### config.mk
export PLATFORM = sky130hd
export DESIGN_NAME = alu_op_sequencer
export DESIGN_NICKNAME = d
export VERILOG_FILES = /design/src/rtl/alu_op_sequencer.sv
export SDC_FILE = /design/constraint.sdc
export NUM_CORES = 1
export LEC_CHECK = 0
export CORE_ASPECT_RATIO = 1.2
export CORE_MARGIN = 1
export CORE_UTILIZATION = 45
export DETAILED_ROUTE_END_ITERATION = 6
export HOLD_SLACK_MARGIN = 0.05
export PLACE_DENSITY = 0.74
export SYNTH_ARGS = -nofsm -noshare
export SYNTH_HDL_FRONTEND = slang
export SYNTH_SLANG_ARGS = --single-unit
### constraint.sdc
create_clock -name clk -period 2.1 [get_ports clk]
set_input_delay 0.315 -clock clk [delete_from_list [all_inputs] [get_ports clk]]
set_output_delay 0.315 -clock clk [all_outputs]
set_load 0.01 [all_outputs]
### src/rtl/alu_op_sequencer.sv
// Serial-load controller for the 8-bit ALU: collects A, B and an op byte over one
// handshake bus, holds operands stable for a fixed settle time, then presents the result.
module alu_op_sequencer #(
    parameter int EXEC_CYCLES = 1,
    parameter int COUNT_W     = 8
) (
    input  logic               clk,
    input  logic               rst,
    input  logic [7:0]         in_data,
    input  logic               in_valid,
    output logic               in_ready,
    output logic [7:0]         alu_a,
    output logic [7:0]         alu_b,
    output logic [1:0]         alu_s,
    input  logic [7:0]         alu_result,
    output logic [7:0]         res_data,
    output logic               res_valid,
    input  logic               res_ready,
    output logic               busy,
    output logic [COUNT_W-1:0] op_count
);

    typedef enum logic [2:0] {
        GET_A  = 3'd0,
        GET_B  = 3'd1,
        GET_OP = 3'd2,
        EXEC   = 3'd3,
        HOLD   = 3'd4
    } state_t;

    localparam logic [3:0] EXEC_LOAD = 4'(EXEC_CYCLES);

    state_t     state;
    state_t     state_nxt;
    logic [3:0] cnt;
    logic       chain;
    logic       xfer;
    logic       consume;
    logic       fire;

    assign xfer    = in_valid & in_ready;
    assign consume = res_valid & res_ready;
    assign fire    = (state == EXEC) && (cnt == 4'd1);

    always_ff @(posedge clk or posedge rst) begin
        if (rst) state <= GET_A;
        else     state <= state_nxt;
    end

    always_comb begin
        state_nxt = state;
        in_ready  = 1'b0;
        busy      = 1'b0;
        case (state)
            GET_A: begin
                in_ready = 1'b1;
                if (xfer) state_nxt = GET_B;
            end
            GET_B: begin
                in_ready = 1'b1;
                if (xfer) state_nxt = GET_OP;
            end
            GET_OP: begin
                in_ready = 1'b1;
                if (xfer) state_nxt = EXEC;
            end
            EXEC: begin
                busy = 1'b1;
                if (fire) state_nxt = HOLD;
            end
            HOLD: begin
                busy = 1'b1;
                if (consume) state_nxt = chain ? GET_B : GET_A;
            end
            default: state_nxt = GET_A;
        endcase
    end

    // Operand registers only move on their own capture edge, so the ALU sees
    // constant inputs for the whole settle window and while the result waits.
    always_ff @(posedge clk or posedge rst) begin
        if (rst) begin
            alu_a     <= '0;
            alu_b     <= '0;
            alu_s     <= '0;
            chain     <= 1'b0;
            cnt       <= '0;
            res_data  <= '0;
            res_valid <= 1'b0;
            op_count  <= '0;
        end else begin
            case (state)
                GET_A:  if (xfer) alu_a <= in_data;
                GET_B:  if (xfer) alu_b <= in_data;
                GET_OP: begin
                    if (xfer) begin
                        alu_s <= in_data[1:0];
                        chain <= in_data[7];
                        cnt   <= EXEC_LOAD;
                    end
                end
                EXEC: begin
                    cnt <= cnt - 4'd1;
                    if (fire) begin
                        res_data  <= alu_result;
                        res_valid <= 1'b1;
                    end
                end
                HOLD: begin
                    if (consume) begin
                        res_valid <= 1'b0;
                        op_count  <= op_count + COUNT_W'(1);
                        if (chain) alu_a <= res_data;
                    end
                end
                default: ;
            endcase
        end
    end

endmodule

==> flow_metrics.env <==
export IMPL_diodes=0
export IMPL_synth_cell_types=37
export IMPL_drcViolationCount=0
export IMPL_gp_congestion=0.757
export IMPL_slew_viol_final=0
export IMPL_ys_ff_latch=43
export IMPL_synth_top_area_cell="dfrtp_1"
export IMPL_cts_buffers=5
export IMPL_initial_core_util_pct=48.3
export IMPL_syn_num_nets=170
export IMPL_ir_drop_v=0.000604
export IMPL_worstReg2RegStart="cnt[1]$_DFFE_PP0P_"
export IMPL_maxCapViolCount=0
export IMPL_wirelength_mm=4.12
export IMPL_ys_top_cells_by_area="dfrtp_1 (55%), mux2_2 (11%), o221a_1 (4.6%)"
export IMPL_reg2reg_slack_ns=0.42
export IMPL_tritoncts="done"
export IMPL_p_per_area_mw_per_mm2=1350
export IMPL_cellLeakagePower_nw=1.10
export IMPL_ys_warn_count=0
export IMPL_slew_headroom_pct=65.0
export IMPL_hold_viol_final=0
export IMPL_slowest_stage="clkdlybuf4s50_1"
export IMPL_crit_start="state[1]$_DFFE_PP0P_"
export IMPL_critPathMaxFanout=12
export IMPL_async_flop_share_pct=100
export IMPL_overflow=0
export IMPL_clockBufferDepth=2
export IMPL_arrival_ns=1.66
export IMPL_dp_hpwl_mm=3.12
export IMPL_cp_start_kind="flip-flop"
export IMPL_place_port_buffers=56
export IMPL_areaGrowthSynthToFinish_pct=36.8
export IMPL_cts_root_buf="clkbuf_8"
export IMPL_rows=25
export IMPL_num_nets_final=233
export IMPL_cts_sinks=43
export IMPL_cp_required_ns=1.78
export IMPL_synth_top_area_share_pct=54.8
export IMPL_grt_max_degree=44
export IMPL_skew_ns=0.00537
export IMPL_core_area_sq_mm=0.00407
export IMPL_post_drt_wl_per_cell_um=15.6
export IMPL_grt_total_usage_pct=19.9
export IMPL_syn_area_sq_mm=0.00196
export IMPL_avgSynthCellArea_sq_um=13.4
export IMPL_crit_top_cell="nand2_1"
export IMPL_fmax_mhz=505
export IMPL_drtPass1Iterations=4
export IMPL_n_fill_cell=313
export IMPL_die_w_um=62.3
export IMPL_synthFlopType="dfrtp_1"
export IMPL_r2r_cells=5
export IMPL_status="finished clean"
export IMPL_reg2reg_to="res_data[2]$_DFFE_PP0P_"
export IMPL_period_minus_slack_ns=1.98
export IMPL_fin_tns_setup_ns=0
export IMPL_cts_resized_gates=0
export IMPL_synth_cells=147
export IMPL_cpPeakStageDelay_ns=0.53
export IMPL_tightest_slew_ns=0.525
export IMPL_setup_violations=0
export IMPL_rsz0062_at_grt="no"
export IMPL_path_class="reg -> out"
export IMPL_viasPerCell=5.16
export IMPL_synth_edff_count=0
export IMPL_dieArea_sq_mm=0.00463
export IMPL_mostFrequentLayoutCell="clkdlybuf4s50_1"
export IMPL_clk_latency_ns=0.29
export IMPL_finalCoreUtilization_pct=66.1
export IMPL_clk_pin_slew_worst_paths_ns=0.07
export IMPL_holdBufCountCts=0
export IMPL_cts_setup_buffers=0
export IMPL_yosysSeqAreaShare_pct=54.8
export IMPL_hp_class="in -> async"
export IMPL_worstPathCellList="nor2_1, nand2_1, nand2_1, clkdlybuf4s50_1"
export IMPL_grt_antenna_before_repair=0
export IMPL_antenna_left=0
export IMPL_period_share_pct=94.2
export IMPL_die_y_um=74.4
export IMPL_io_pins=57
export IMPL_drt_first_iter_violations=52
export IMPL_cts_max_level=2
export IMPL_route_vias_total=1363
export IMPL_drive_gt1_share_pct=19.0
export IMPL_layout_common_cells="clkdlybuf4s50_1 (56), dfrtp_1 (43), mux2_2 (20), or2b_1 (8), o221a_1 (8)"
export IMPL_cp_end_kind="output port"
export IMPL_grt_pass1_vias=1456
export IMPL_grt_pass1_wl_mm=6.93
cells by family after synthesis:
kind of cell / Yosys count / synth area share, %
compound gates: 21 / 9.81
xor+xnor: 7 / 3.12
fa+ha+maj: 3 / 1.91
buf+inv: 9 / 2.29
flops: 43 / 54.8
mux: 23 / 13.1
simple gates: 41 / 15.0
critical path, delay by kind of cell (launching register included):
kind,cells,cell delay (ns)
buf+inv,1,0.53
flops,1,0.51
simple gates,3,0.33
final cells by class:
| type | count | area [sq um] | area share, % |
|---|---|---|---|
| Clock buffer | 6 | 82.6 | 3.07 |
| Sequential cell | 43 | 1080 | 40.0 |
| Inverter | 4 | 15.0 | 0.559 |
| Clock inverter | 1 | 5.00 | 0.186 |
| Tap cell | 54 | 67.6 | 2.51 |
| Multi-Input combinational cell | 95 | 843 | 31.4 |
| Timing Repair Buffer | 61 | 598 | 22.3 |
where the power goes:
part	leakage, nW	internal, mW	switching [mW]
registers	0.517	1.17	0.286
logic	0.538	1.00	0.654
clock network	0.0470	0.258	0.257
total	1.10	2.43	1.20
worst max-delay path by stage:
stage | endpoint
finish | busy
global route | busy
CTS | busy
detailed placement | alu_a[3]$_DFFE_PP0P_
global placement | alu_a[4]$_DFFE_PP0P_
floorplan | res_data[0]$_DFFE_PP0P_
metrics by stage:
stage / setup slack [ns] / hold WS (ns) / cell area, sq um / power (mW) / std cells
3_5_place_dp: 0.165 / 0.465 / 2600 / 3.15 / 257
6_report: 0.121 / 0.457 / 2690 / 3.63 / 264
2_1_floorplan: 0.693 / 0.462 / 1960 / 2.32 / 147
5_1_grt: 0.00507 / 0.513 / 2690 / 3.88 / 264
4_1_cts: 0.111 / 0.479 / 2690 / 3.68 / 264
3_3_place_gp: 0.221 / 0.477 / 2600 / 3.07 / 257
synth_stat cells, types with 2 or more instances:
cell and instances:
inv_1 4, dfrtp_1 43, o2bb2ai_1 3, and3_1 2
mux2_2 20, o21ai_0 3, nand3_1 2, and2_1 3
a21oi_1 2, buf_4 2, xnor2_1 7, nand3b_1 3
buf_2 3, mux2i_1 2, or2b_1 8, o221a_1 8
nor2_1 2, nand2_1 6, nand4_1 4, ha_1 3
layer usage:
layer  up-vias  part of all wire, %  GRT usage [%]
met5         -                    0              0
met4         0                  1.6           7.49
met3         8                  4.2           5.67
met2        31                   51           35.2
met1       657                   43           23.4
li1        667                    -              -
state kept, by name (all words and copies together), names as in the netlist:
| signal | flops |
|---|---|
| alu_a | 8 |
| alu_b | 8 |
| alu_s | 2 |
| chain | 1 |
| cnt | 4 |
| op_count | 8 |
| res_data | 8 |
| res_valid | 1 |
| state | 3 |
Power figures use the tool's default switching activity.
